## src/rtl/hello_pkg.sv

```systemverilog
// hello_pkg: message ROM contents, message length and FSM state encoding
// shared by the hello_stream generator.
package hello_pkg;

   localparam int HELLO_MSG_LEN = 16;

   // "Hello from RTL\r\n", byte [0] = 'H' ... byte [15] = '\n'
   localparam logic [HELLO_MSG_LEN-1:0][7:0] HELLO_MSG = {
      8'h0A, 8'h0D, 8'h4C, 8'h54, 8'h52, 8'h20, 8'h6D, 8'h6F,
      8'h72, 8'h66, 8'h20, 8'h6F, 8'h6C, 8'h6C, 8'h65, 8'h48
   };

   typedef enum logic [1:0] {
      IDLE = 2'd0,
      SEND = 2'd1,
      GAP  = 2'd2,
      DONE = 2'd3
   } hello_state_e;

endpackage

```

## src/rtl/hello_stream.sv

```systemverilog
// hello_stream: streams the fixed greeting from hello_pkg over a valid/ready
// byte interface, REPEAT copies per start (0 = forever) with GAP_CYCLES idle
// cycles between copies. All outputs are registered.
// Optional build macro HELLO_STREAM_SIM_LOG_EN adds a simulation-only log of
// each completed copy; logic and timing are unchanged by it.
module hello_stream
   import hello_pkg::*;
#(
   parameter int DATA_W     = 8,
   parameter int MSG_LEN    = 16,
   parameter int REPEAT     = 1,
   parameter int GAP_CYCLES = 4
) (
   input  logic              clk,
   input  logic              rst_n,
   input  logic              start_i,
   output logic              busy_o,
   output logic              done_o,
   output logic [DATA_W-1:0] tdata_o,
   output logic              tvalid_o,
   input  logic              tready_i,
   output logic              tlast_o,
   output logic [15:0]       msg_cnt_o
);

   localparam int IDX_W = (MSG_LEN > 1) ? $clog2(MSG_LEN) : 1;
   localparam int GAP_W = (GAP_CYCLES > 0) ? $clog2(GAP_CYCLES + 1) : 1;
   localparam logic [IDX_W-1:0] LAST_IDX   = IDX_W'(MSG_LEN - 1);
   localparam logic [GAP_W-1:0] GAP_LAST   = GAP_W'(GAP_CYCLES - 1);
   localparam logic [15:0]      REPEAT_CNT = 16'(REPEAT);

   // Parameter legality is enforced at elaboration.
   if (DATA_W != 8) begin : g_bad_data_w
      $error("hello_stream: DATA_W must be 8");
   end
   if (MSG_LEN < 1 || MSG_LEN > 64 || MSG_LEN != HELLO_MSG_LEN) begin : g_bad_msg_len
      $error("hello_stream: MSG_LEN must be 1..64 and equal HELLO_MSG_LEN");
   end
   if (REPEAT < 0 || REPEAT > 65535) begin : g_bad_repeat
      $error("hello_stream: REPEAT must be 0..65535");
   end
   if (GAP_CYCLES < 0) begin : g_bad_gap
      $error("hello_stream: GAP_CYCLES must be non-negative");
   end

   hello_state_e      state_q, state_d;
   logic [IDX_W-1:0]  idx_q, idx_d;
   logic [GAP_W-1:0]  gap_q, gap_d;
   logic [15:0]       copy_q, copy_d;
   logic [15:0]       msg_cnt_q, msg_cnt_d;
   logic [DATA_W-1:0] tdata_q, tdata_d;
   logic              tvalid_q, tvalid_d;
   logic              tlast_q, tlast_d;
   logic              busy_q, busy_d;
   logic              done_q, done_d;

   // Next-state logic; outputs for the next cycle are derived from the next state and index.
   always_comb begin
      state_d   = state_q;
      idx_d     = idx_q;
      gap_d     = gap_q;
      copy_d    = copy_q;
      msg_cnt_d = msg_cnt_q;

      case (state_q)
         IDLE: begin
            if (start_i) begin
               state_d = SEND;
               idx_d   = '0;
               gap_d   = '0;
               copy_d  = '0;
            end
         end
         SEND: begin
            if (tvalid_q && tready_i) begin
               if (idx_q == LAST_IDX) begin
                  idx_d = '0;
                  if (msg_cnt_q != 16'hFFFF) begin
                     msg_cnt_d = msg_cnt_q + 16'd1;
                  end
                  if (copy_q != 16'hFFFF) begin
                     copy_d = copy_q + 16'd1;
                  end
                  if (REPEAT != 0 && copy_d == REPEAT_CNT) begin
                     state_d = DONE;
                  end else if (GAP_CYCLES > 0) begin
                     state_d = GAP;
                     gap_d   = '0;
                  end
               end else begin
                  idx_d = idx_q + 1'b1;
               end
            end
         end
         GAP: begin
            if (gap_q == GAP_LAST) begin
               state_d = SEND;
               gap_d   = '0;
               idx_d   = '0;
            end else begin
               gap_d = gap_q + 1'b1;
            end
         end
         DONE: begin
            state_d = IDLE;
         end
         default: begin
            state_d = IDLE;
         end
      endcase

      busy_d   = (state_d != IDLE);
      done_d   = (state_d == DONE);
      tvalid_d = (state_d == SEND);
      tdata_d  = tvalid_d ? DATA_W'(HELLO_MSG[idx_d]) : '0;
      tlast_d  = tvalid_d && (idx_d == LAST_IDX);
   end

   // State, counters and registered outputs; reset clears everything asynchronously.
   always_ff @(posedge clk or negedge rst_n) begin
      if (!rst_n) begin
         state_q   <= IDLE;
         idx_q     <= '0;
         gap_q     <= '0;
         copy_q    <= '0;
         msg_cnt_q <= '0;
         tdata_q   <= '0;
         tvalid_q  <= 1'b0;
         tlast_q   <= 1'b0;
         busy_q    <= 1'b0;
         done_q    <= 1'b0;
      end else begin
         state_q   <= state_d;
         idx_q     <= idx_d;
         gap_q     <= gap_d;
         copy_q    <= copy_d;
         msg_cnt_q <= msg_cnt_d;
         tdata_q   <= tdata_d;
         tvalid_q  <= tvalid_d;
         tlast_q   <= tlast_d;
         busy_q    <= busy_d;
         done_q    <= done_d;
      end
   end

   assign busy_o    = busy_q;
   assign done_o    = done_q;
   assign tdata_o   = tdata_q;
   assign tvalid_o  = tvalid_q;
   assign tlast_o   = tlast_q;
   assign msg_cnt_o = msg_cnt_q;

`ifdef HELLO_STREAM_SIM_LOG_EN
   initial $display("[%0t] hello_stream: greeting stream generator present", $time);

   // Log every completed copy as its last character is accepted.
   always @(posedge clk) begin
      if (rst_n && tvalid_q && tready_i && tlast_q) begin
         $display("[%0t] hello_stream: message %0d sent", $time, msg_cnt_d);
      end
   end
`else
`endif

endmodule

```

## config.mk

```make
export PLATFORM = sky130hd
export DESIGN_NAME = hello_stream
export DESIGN_NICKNAME = d
export VERILOG_FILES = /design/src/rtl/hello_pkg.sv /design/src/rtl/hello_stream.sv
export SDC_FILE = /design/constraint.sdc
export NUM_CORES = 1
export LEC_CHECK = 0
export CAP_MARGIN = 40
export CORE_ASPECT_RATIO = 0.8
export CORE_UTILIZATION = 58
export DETAILED_ROUTE_END_ITERATION = 10
export PLACE_DENSITY = 0.91
export SLEW_MARGIN = 25
export SYNTH_ARGS = -nofsm -noshare
export SYNTH_HDL_FRONTEND = slang
export SYNTH_SLANG_ARGS = --single-unit
export TNS_END_PERCENT = 30
```

## constraint.sdc

```tcl
create_clock -name clk -period 4.3 [get_ports clk]
set_input_delay 0.43 -clock clk [delete_from_list [all_inputs] [get_ports clk]]
set_output_delay 0.43 -clock clk [all_outputs]
set_load 0.01 [all_outputs]
```

; ---- After elaboration in Yosys (flattened, before gate mapping)
; Memory sizes are Yosys's and may differ from the RTL's.
; Index checks and enable logic that the tools add are counted.
[word_totals]
regBits = 53
romBits = 128
in_bits = 4
out_inout_bits = 28
wordCells = 67
mem_count = 1
[classes]
addsub = 4
magnitude_cmp = 1
n_eq_ne = 15
muxes = 27
n_reduce_logical = 9
[memory_table]
columns = memory, depth, word_bits, read_ports, rd_clocked_by_memory_dff, write_ports, line_no
row1 = (name not given), 16, 8, 1, 0, 0, hello_stream.sv:115  ; tdata_d = tvalid_d ? DATA_W'(HELLO_MSG[idx_d]) : '0;
[op_table]
columns = op, n
row1 = 2-to-1 mux 16 bit, 7
row2 = adder 16 x 1 -> 16 bit (second input constant), 2
row3 = != test 16 bit (second input constant), 2
row4 = case mux 16 bit (2 select lines), 1
row5 = == test 16 x 1 -> 1 bit (second input constant), 1
row6 = 2-to-1 mux 4 bit, 4
row7 = 2-to-1 mux 8 bit, 2
row8 = 2-to-1 mux 3 bit, 5
row9 = case mux 4 bit (3 select lines), 1
row10 = case mux 3 bit (3 select lines), 1
row11 = == test 4 bit (second input constant), 2
row12 = 2-to-1 mux 2 bit, 4
row13 = != test 2 bit (second input constant), 4
row14 = case mux 2 bit (4 select lines), 1
row15 = AND reduction 4 bit, 2
row16 = == test 2 bit (second input constant), 3
row17 = less-than comparator 4 x 5 -> 1 bit (second input constant), 1
row18 = AND reduction 5 bit, 1
row19 = adder 4 x 1 -> 4 bit (second input constant), 1
row20 = == test 2 x 1 -> 1 bit (second input constant), 2
row21 = nonzero test 2 bit, 2
row22 = adder 3 x 1 -> 3 bit (second input constant), 1
row23 = == test 3 x 2 -> 1 bit (second input constant), 1
row24 = nonzero test 3 bit, 1
row25 = other kinds (3), 4

; ---- Depth between registers and ports, before layout
; Gate-level depths: netlist (run 1).
[depth]
depth_word = 12
mapped_depth = 12
ltp_nobuf = 12

; ---- Worst setup path before layout (run 1)
; Ideal clock, no wire load.
[synth_path]
path_type = flip-flop to flip-flop
from = register state_q[1]
to = register tdata_q[0] (netlist: tdata_o[0])
setup_time_ps = 119
arrival_time_ps = 2600
required_ps = 4181
path_slack_ps = 1581
stages_incl_launch_ff = 9
path_buffers = 1
synth_period_minus_slack_ps = 2719
cell_sequence = dfrtp_1 -> buf_2 -> inv_1 -> nand2_1 -> o41ai_1 -> inv_1 -> ha_1 -> mux4_2 -> and2_1
[synth_via]
elab_chain_len = 5
elab_cells_between_ends = 14
classes_between = 4 x eq/ne / 8 x mux / 1 x reduce/logical / 1 x memory
[synth_rtl]
columns = item, line_no
row1 = "start, declared", hello_stream.sv:46  ; hello_state_e state_q, state_d;
row2 = "start signal, assigned", hello_stream.sv:133  ; state_q <= state_d;
row3 = "== test 2 bit, or another cell as far along", hello_stream.sv:65  ; case (state_q)
row4 = case mux 4 bit (3 select lines) *, hello_stream.sv:65
row5 = net idx_d[0], hello_stream.sv:47  ; logic [IDX_W-1:0] idx_q, idx_d;
row6 = memory read (16 x 8 bit) *, n/a
row7 = 2-to-1 mux 8 bit (implied by the code) *, hello_stream.sv:115
row8 = 2-to-1 mux 8 bit *, hello_stream.sv:115
row9 = net tdata_d[0], hello_stream.sv:51  ; logic [DATA_W-1:0] tdata_q, tdata_d;
row10 = "end signal, assigned", hello_stream.sv:138  ; tdata_q <= tdata_d;
row11 = "end, declared", hello_stream.sv:51
; The timed path passes the listed nets; every way through them passes the cells marked *. The select of a mux whose other input is x is not followed.
; A chain may end at the register's enable or synchronous reset.

; ---- Final worst setup path (run 1)
[layout_path]
from = register copy_q[0]
to = register gap_q[2]
[layout_via]
elab_chain_len = 8
elab_cells_between_ends = 9
classes_between = 1 x add/sub / 3 x eq/ne / 4 x mux / 1 x reduce/logical
[layout_rtl]
columns = item, line_no
row1 = "start, declared", hello_stream.sv:49  ; logic [15:0] copy_q, copy_d;
row2 = "start signal, assigned", hello_stream.sv:136  ; copy_q <= copy_d;
row3 = adder 16 x 1 -> 16 bit or != test 16 bit (tied branches), "hello_stream.sv:82, hello_stream.sv:81"
row4 = 2-to-1 mux 16 bit *, hello_stream.sv:81  ; if (copy_q != 16'hFFFF) begin
row5 = 2-to-1 mux 16 bit *, hello_stream.sv:76  ; if (idx_q == LAST_IDX) begin
row6 = 2-to-1 mux 16 bit *, hello_stream.sv:75  ; if (tvalid_q && tready_i) begin
row7 = 2-to-1 mux 16 bit *, hello_stream.sv:65
row8 = == test 16 x 1 -> 1 bit *, hello_stream.sv:84  ; if (REPEAT != 0 && copy_d == REPEAT_CNT) begin
row9 = != test 2 bit (no source line) *, n/a
row10 = AND reduction 5 bit (no source line) *, n/a
row11 = "end signal, assigned", hello_stream.sv:135  ; gap_q <= gap_d;
row12 = "end, declared", hello_stream.sv:48  ; logic [GAP_W-1:0] gap_q, gap_d;
; Mark *: on every way between the ends. The rest lies on a longest branch, timed or not. The select of a mux whose other input is x is not followed.

==> flow_summary.yaml, run 1 <==
route:
  via_per_inst: 6.17
  wl_per_cell_um: 16.0
  totalWireLength_mm: 6.80
  drt-pass1-iter-count: 4
  drcViolationCount: 0
  drt_iter0_drc: 234
  drtAntennaViolNets: 0
  vias: 2615
cells_and_area:
  antenna_cells: 0
  final_util_pct: 68.6
  nFillCells: 389
  area_growth_pct: 12.9
  multi_input_area_sq_um: 1640
  final_area_sq_um: 3470
  finalNonFillerCells: 424
  final-seq-area_sq_um: 1300
  drive_gt1_share_pct: 7.46
  layout.nets: 377
power:
  swShare_pct: 36.2
  leakagePower_uw: 0.00153
  vdd_drop_max_uv: 451
  pwr_density_cell_nw_per_um2: 440
  netSwitchingPower_uw: 553
  pwr-share-seq_pct: 40.9
  clock_power_share_pct: 18.7
  internal_power_uw: 976
  comb_power_share_pct: 40.4
setup_path:
  worstPathRequired_ns: 4.51
  cp_max_fo: 14
  crit_chain: "ha_1 -> and3_1 -> nand4_1 -> o21ai_0 -> a21oi_1 -> or4_4 -> a41oi_1"
  cpPeakStageDelay_ns: 0.57
  crit_path_start_kind: "flip-flop"
  timing.rr.start: "copy_q[0]"
  crit_type: "reg2reg"
  slowest_stage: "or4_4"
  cp-end-kind: "flip-flop"
  worstPathArrival_ns: 3.13
  cp-startpoint: "copy_q[0]"
clocking:
  cts_hold_buf: 0
  cts_tree: "done"
  htreeDepth: 2
  cts_buffers: 5
  cts_buffer_depth: 2
  ctsResizeCount: 0
  cts_root_buffer: "clkbuf_8"
  post_cts_buffers: 0
  clock_latency_ns: 0.30
  numClockSinks: 52
  clk_pin_slew_ns: 0.09
synth:
  synthMuxAreaShare_pct: 2.40
  ys_seq_elements: 52
  synth_top_family_by_area: "simple AND/OR/NAND/NOR gates"
  synth_xor_xnor_area_share_pct: 5.98
  ys_warn_count: 0
  yosys-top-cells-area: "dfrtp_1 42%, ha_1 4.9%, nand2_1 4.4%, o21ai_0 4.2%, xnor2_1 4.0%"
  netlist.area_leader.share_pct: 42.3
  yosys.area_share.adder_pct: 4.88
  synth_simple_gate_area_share_pct: 22.4
  avgSynthCellArea_sq_um: 9.13
  synth_ff_type: "dfrtp_1"
  ys_seq_area_share_pct: 42.3
  syn_inst: 337
  yosysUniqueCellTypes: 61
  synth_edf_count: 0
  async_reset_ff_share_pct: 100
  netlist_area_sq_um: 3080
  synth.largest_area_cell: "dfrtp_1"
  syn_nets: 353
  synth_compound_area_share_pct: 17.4
timing:
  slew_violations: 0
  rsz0062_at_grt: "no"
  fin_tns_setup_ns: 0
  fmax_mhz: 343
  worstMarginPinSlew_ns: 0.808
  post-route-period-util_pct: 67.8
  clock_skew_ns: 0.00598
  finalCriticalPeriod_ns: 2.91
  hold_viol_final: 0
  setup_slack_ns: 1.39
  setup_viol: 0
  slew_headroom_pct: 46.1
placed_design:
  dp_cells: 416
  gp_congestion: 0.932
  placed_area_sq_um: 3380
  hpwlAfterDp_mm: 4.85
  io_buffers: 30
  dp_slack_ns: 1.32
floorplan:
  die_h_um: 67.2
  num_rows: 23
  fp.dieArea_sq_um: 5600
  io_pins: 32
  fp.coreArea_sq_um: 5060
  start_util_pct: 60.8
  die_x_um: 83.4
global_routing:
  grt_max_degree: 53
  grtUsageTotal_pct: 26.1
  grt_pass1_wl_mm: 11.6
  antenna_found_initial: 0
  overflow: 0
  grt_pass1_vias: 2434
min_path:
  hold_class: "in2async"
flow_run:
  cap_violations: 0
run_status:
  outcome: "completed"
-- power by group through the flow --
| stage | logic, uW | registers (uW) | clock network (uW) |
|---|---|---|---|
| final | 618 | 625 | 286 |
| after global routing | 684 | 633 | 317 |
| after CTS | 618 | 624 | 294 |
| after detailed placement | 613 | 634 | 0 |
| after global placement | 580 | 629 | 0 |
| after floorplan | 405 | 635 | 0 |
-- worst max-delay path, delay by kind of cell (launching register included) --
kind | cells | cell delay [ns]
simple gates | 3 | 1.50
flops | 1 | 0.47
fa+ha+maj | 1 | 0.28
compound gates | 3 | 0.58
-- stage by stage --
step / hold slack, ns / total power (uW)
2_1_floorplan: 0.134 / 1040
3_3_place_gp: 0.473 / 1210
3_5_place_dp: 0.490 / 1250
4_1_cts: 0.261 / 1540
5_1_grt: 0.312 / 1630
6_report: 0.242 / 1530
-- state kept, by name, summed over array words and instances (netlist names) --
| name | flops |
|---|---|
| gap_q | 3 |
| tdata_o | 7 |
| idx_q | 4 |
| tlast_o | 1 |
| copy_q | 16 |
| tvalid_o | 1 |
| busy_o | 1 |
| msg_cnt_o | 16 |
| done_o | 1 |
| state_q | 2 |
-- cells in the mapped netlist, drive strengths merged (2+ instances only) --
cell type  number
ha             12
a22o            3
a31oi           4
mux2i           4
and3            8
nor4            2
o21ai          28
nor2b           3
xnor2          14
nand4          11
a21o            2
nand2b          2
or4             2
a31o            4
a21oi          21
nor2           28
and2            4
xor2            7
a41oi           4
inv            12
o211ai          2
dfrtp          52
buf            12
nand2          36
or3             3
and4            6
clkbuf          5
nand3          21
o31ai           4
nor3            5
-- cell usage in the layout (no fill, tap or decap), types with 3 or more instances in the layout --
cell / instances
o31ai_1: 4
buf_4: 3
a31o_2: 3
nand2_1: 36
a22o_1: 3
nand4_1: 10
inv_1: 11
or3_1: 3
and4_1: 5
dfrtp_1: 52
a31oi_1: 4
a41oi_1: 3
xor2_1: 7
and3_1: 7
ha_1: 12
clkdlybuf4s50_1: 29
a21oi_1: 20
mux2i_1: 4
o21ai_0: 26
nand3_1: 21
nor2b_1: 3
nor2_1: 28
clkbuf_8: 6
nor3_1: 4
and2_1: 3
xnor2_1: 14
-- cell families after synthesis --
| family | Yosys count |
|---|---|
| multiplexers | 6 |
| AO/OA/AOI/OAI | 83 |
| adder cells (fa/ha/maj) | 12 |
| AND/OR/NAND/NOR | 133 |
| other | 1 |
| buffers and inverters | 29 |
| flip-flops | 52 |
| XOR/XNOR | 21 |
-- final timing paths --
kind	endpoint	slack, ns	cells past startpoint
max	gap_q[2]	1.39	7
min	copy_q[5]	0.24	2
max reg2reg	gap_q[2]	1.39	7
min reg2reg	msg_cnt_o[6]	0.49	1
max in group asynchronous	tdata_o[3]	3.62	2
min in group clk	msg_cnt_o[6]	0.49	1
-- routing by layer --
metal	up-vias	track usage [%]	part of all wire (%)
li1	1258	-	-
met1	1256	36.7	47
met2	94	42.5	46
met3	7	4.52	5.7
met4	0	7.20	0.93
met5	-	0	0
-- layout make-up --
cell class	count	area share, %
Clock buffer	8	2.59
Inverter	12	1.30
Multi-Input combinational cell	256	47.1
Sequential cell	52	37.5
Tap cell	62	2.23
Timing Repair Buffer	34	9.29
Note: power is estimated with default switching activity, not from simulation.
==> run 2, diff against run 1 <==
CORE_UTILIZATION = 51   (was 58)
PLACE_DENSITY = 0.86   (was 0.91)
clock period = 2.5 ns   (was 4.3 ns; I/O delays follow)
==> run 2 against run 1 <==
Worst setup slack worse by 1.2 ns. Final area up 6.4%. Register-to-register slack got worse by 1.2 ns. Clock skew rose by 0.0022 ns. Fmax up 25%. Highest routed layer unchanged.
==> flow_summary.yaml, run 2 (synthesized netlist as in run 1, its figures left out) <==
run_status:
  outcome: "completed"
timing:
  setup_viol: 0
  worstMarginPinSlew_ns: 0.518
  hold_viol_final: 0
  slew_violations: 0
  post-route-period-util_pct: 93.4
  finalCriticalPeriod_ns: 2.34
  clock_skew_ns: 0.00815
  fmax_mhz: 428
  slew_headroom_pct: 65.5
route:
  drt_iter0_drc: 239
  wl_per_cell_um: 16.5
  drt-pass1-iter-count: 5
  drcViolationCount: 0
  drtAntennaViolNets: 0
  totalWireLength_mm: 7.58
  via_per_inst: 6.01
  vias: 2760
global_routing:
  met2_usage_pct: 40.1
  grt_max_degree: 33
  use_met3_pct: 5.18
  antenna_found_initial: 0
  grt_pass1_vias: 2540
  grtUsageMet1_pct: 34.8
  grtUsageTotal_pct: 24.8
  top_usage_layer: "met2"
  overflow: 0
  grt_pass1_wl_mm: 12.2
placed_design:
  io_buffers: 30
  gp_congestion: 0.913
  hpwlAfterDp_mm: 5.38
clocking:
  cts_tree: "done"
  cts_buffers: 5
  clk_pin_slew_ns: 0.10
  htreeDepth: 2
  post_cts_buffers: 0
  numClockSinks: 52
  cts_buffer_depth: 2
  clock_latency_ns: 0.31
  cts_root_buffer: "clkbuf_8"
cells_and_area:
  antenna_cells: 0
  mostFrequentLayoutCells: "50 x dfrtp_1, 36 x nand2_1, 29 x clkdlybuf4s50_1"
  area_growth_pct: 20.2
  layout.nets: 396
  nFillCells: 462
  final-seq-area_sq_um: 1300
  final_common_cell: "dfrtp_1"
  drive_gt1_share_pct: 14.7
  final_util_pct: 65.9
  multi_input_area_sq_um: 1680
setup_path:
  cp-end-kind: "flip-flop"
  cp_max_fo: 6
  reg2reg_slack_ns: 0.16
  worstPathArrival_ns: 2.58
  worstPathRequired_ns: 2.74
  crit_type: "reg2reg"
  crit_path_start_kind: "flip-flop"
floorplan:
  die_h_um: 71.5
  fp.dieArea_sq_um: 6350
  die_x_um: 88.9
  num_rows: 24
  start_util_pct: 54.8
  fp.coreArea_sq_um: 5620
  io_pins: 32
power:
  comb_power_share_pct: 43.3
  pwr_density_cell_nw_per_um2: 751
  vdd_drop_max_uv: 761
  swShare_pct: 37.5
  netSwitchingPower_uw: 1040
  pwr-share-seq_pct: 39.0
  internal_power_uw: 1730
  power_uw: 2780
  leakagePower_uw: 0.00165
  clock_power_share_pct: 17.7
flow_run:
  cap_violations: 0
min_path:
  hold_class: "in2async"
==> run 2: layout make-up <==
cell class	count	area share [%]
Clock inverter	3	0.575
Tap cell	78	2.64
Inverter	12	1.22
Timing Repair Buffer	53	13.1
Multi-Input combinational cell	256	45.4
Clock buffer	5	1.86
Sequential cell	52	35.3
==> run 2: worst max-delay path, cell delays in order, from the launching register on <==
cell and delay [ns]:
dfrtp_1 0.42, ha_1 0.20, inv_1 0.07, o21ai_2 0.18, nand3_1 0.13, a22o_2 0.35, inv_1 0.17, ha_1 0.25
or3_1 0.37, a21oi_1 0.13
==> run 2: worst paths after layout <==
check	from	endpoint	depth (start not counted)
min reg2reg	msg_cnt_o[14]	msg_cnt_o[14]	1
min	rst_n	tdata_o[6]	2
min in group clk	msg_cnt_o[14]	msg_cnt_o[14]	1
max in group asynchronous	rst_n	state_q[1]	3
max	gap_q[0]	tdata_o[1]	9
max reg2reg	gap_q[0]	tdata_o[1]	9
==> run 2: what timing repair did <==
item | 4_1_cts | 5_1_grt
setup endpoints to repair | 0 | 17
gates resized for setup | 0 | 10
endpoints found under the hold margin | 20 | 0
hold buffers | 1 | 0
==> run 2: stage by stage <==
stage,hold slack [ns],TNS (ns),area (sq um),setup WS (ns),cells
floorplan,-0.0456,0,3090,0.0748,337
global placement,0.244,0,3560,0.0177,450
detailed placement,0.250,-0.113,3560,-0.104,450
CTS,0.454,0,3660,0.0320,459
global route,0.484,-0.000873,3700,-0.000873,459
finish,0.482,0,3700,0.164,459
==> run 2: power by group through the flow <==
| stage | clock network (uW) | logic [uW] | registers [uW] |
|---|---|---|---|
| global route | 541 | 1300 | 1090 |
| CTS | 500 | 1180 | 1070 |
| detailed placement | 0 | 1170 | 1090 |
| floorplan | 0 | 703 | 1090 |
| global placement | 0 | 1110 | 1080 |
| finish | 492 | 1200 | 1080 |
==> run 2: per-layer routing <==
layer / routed length [um] / vias up
met5: 0 / -
met2: 3570 / 102
met4: 131 / 0
met1: 3470 / 1355
li1: - / 1292
met3: 405 / 11
==> run 3, diff against run 2 <==
CORE_ASPECT_RATIO = default   (was 0.8)
HOLD_SLACK_MARGIN = 0.12   (was default)
RECOVER_POWER = 25   (was default)
==> run 3 against run 2 <==
Highest routed layer unchanged. Clock-buffer cell count did not move. Fmax fell by 2.9%. Worst setup slack got worse by 0.071 ns. Final area fell by 1.2%. Power fell by 1.9%.
==> flow_summary.yaml, run 3 (synthesized netlist as in run 1, its figures left out) <==
floorplan:
  die_x_um: 79.7
  die_h_um: 79.7
  num_rows: 27
  io_pins: 32
  fp.coreArea_sq_um: 5680
  start_util_pct: 54.2
  fp.dieArea_sq_um: 6350
power:
  netSwitchingPower_uw: 1010
  internal_power_uw: 1720
  swShare_pct: 36.9
  pwr_density_cell_nw_per_um2: 745
  pwr-share-seq_pct: 39.3
  power_uw: 2720
  comb_power_share_pct: 42.3
  vdd_drop_max_uv: 776
  leakagePower_uw: 0.00163
  clock_power_share_pct: 18.4
placed_design:
  hpwlAfterDp_mm: 4.89
  io_buffers: 30
  gp_congestion: 0.964
setup_path:
  cp-startpoint: "copy_q[0]"
  cp-end-kind: "flip-flop"
  worstPathArrival_ns: 2.63
  crit_path_start_kind: "flip-flop"
  cp_max_fo: 8
  crit_type: "reg2reg"
  reg2reg_slack_ns: 0.09
  slowest_stage: "or4_4"
  cpPeakStageDelay_ns: 0.60
  worstPathRequired_ns: 2.72
  timing.rr.start: "copy_q[0]"
  crit_chain: "ha_1 -> and3_2 -> a311oi_2 -> xor2_1 -> or4_4 -> a41oi_1"
  reg2reg_to: "gap_q[2]"
  crit_end: "gap_q[2]"
  r2r_cells: 6
route:
  drt_iter0_drc: 182
  via_per_inst: 5.94
  vias: 2693
  drt-pass1-iter-count: 5
  drtAntennaViolNets: 0
  totalWireLength_mm: 6.88
  drcViolationCount: 0
  wl_per_cell_um: 15.2
clocking:
  cts_tree: "done"
  cts_buffer_depth: 2
  clock_latency_ns: 0.32
  numClockSinks: 52
  cts_buffers: 5
  cts_root_buffer: "clkbuf_8"
  clk_pin_slew_ns: 0.10
  htreeDepth: 2
min_path:
  hold_class: "in2async"
timing:
  clock_skew_ns: 0.00780
  slew_headroom_pct: 32.9
  fmax_mhz: 416
  post-route-period-util_pct: 96.3
  slew_violations: 0
  fin_tns_setup_ns: 0
  finalCriticalPeriod_ns: 2.41
  rsz0062_at_grt: "no"
  setup_viol: 0
  hold_viol_final: 0
  worstMarginPinSlew_ns: 1.01
global_routing:
  grt_max_degree: 43
  grtUsageMet1_pct: 30.3
  grt_pass1_wl_mm: 11.6
  use_met3_pct: 4.11
  met2_usage_pct: 39.1
  overflow: 0
  grtUsageTotal_pct: 23.4
  top_usage_layer: "met2"
  antenna_found_initial: 0
  grt_pass1_vias: 2456
cells_and_area:
  drive_gt1_share_pct: 14.4
  antenna_cells: 0
  mostFrequentLayoutCells: "50 x dfrtp_1, 36 x nand2_1, 29 x clkdlybuf4s50_1"
  final_common_cell: "dfrtp_1"
  layout.nets: 396
  area_growth_pct: 18.7
run_status:
  outcome: "completed"
flow_run:
  cap_violations: 0
-- run 3: worst min path at each step --
stage,from,endpoint,slack [ns]
floorplan,rst_n,busy_o,-0.05
global placement,rst_n,tdata_o[6],0.13
detailed placement,rst_n,tdata_o[1],0.13
CTS,rst_n,tdata_o[1],0.32
global route,rst_n,tdata_o[6],0.51
finish,rst_n,tdata_o[1],0.43
-- run 3: critical path: cells and delay by family, from the launching register on --
family / cells / cell delay (ns)
adders and majority gates: 1 / 0.24
xor gates and xnor gates: 1 / 0.13
AOI/OAI and AO/OA: 2 / 0.62
and+or+nand+nor: 2 / 0.89
DFF: 1 / 0.44
-- run 3: through the flow --
stage	util, %	hold slack (ns)	cells	cell area, sq um	setup WS (ns)
floorplan	-	-0.0456	337	3090	0.0748
global placement	62.1	0.128	442	3530	-0.159
detailed placement	62.2	0.129	443	3530	-0.128
CTS	64.1	0.323	452	3640	0.00885
global route	64.4	0.507	453	3650	0.0114
finish	64.4	0.434	453	3650	0.0936
-- run 3: timing repair --
item	CTS	global route
endpoints found under the hold margin	10	0
pin swaps	0	0
setup buffers	0	1
hold buffers	1	0
gates resized for setup	2	6
endpoints found under the setup margin	1	7
-- run 3: power groups by stage --
stage,clock [uW],sequential (uW),combinational [uW]
floorplan,0,1090,703
global placement,0,1080,1060
detailed placement,0,1080,1120
CTS,513,1070,1130
global route,537,1090,1270
finish,500,1070,1150
-- run 3: routing by layer --
layer | routed length (um) | part of all wire [%]
met1 | 2990 | 43
met2 | 3410 | 50
met3 | 338 | 4.9
met4 | 143 | 2.1
met5 | 0 | 0
-- run 3: area by class of cell --
| cell class | count | area (sq um) |
|---|---|---|
| Fill cell | 437 | 2020 |
| Multi-Input combinational cell | 256 | 1660 |
| Sequential cell | 52 | 1300 |
| Timing Repair Buffer | 53 | 464 |
| Tap cell | 72 | 90.1 |
| Clock buffer | 5 | 68.8 |
| Inverter | 12 | 45.0 |
| Clock inverter | 3 | 22.5 |
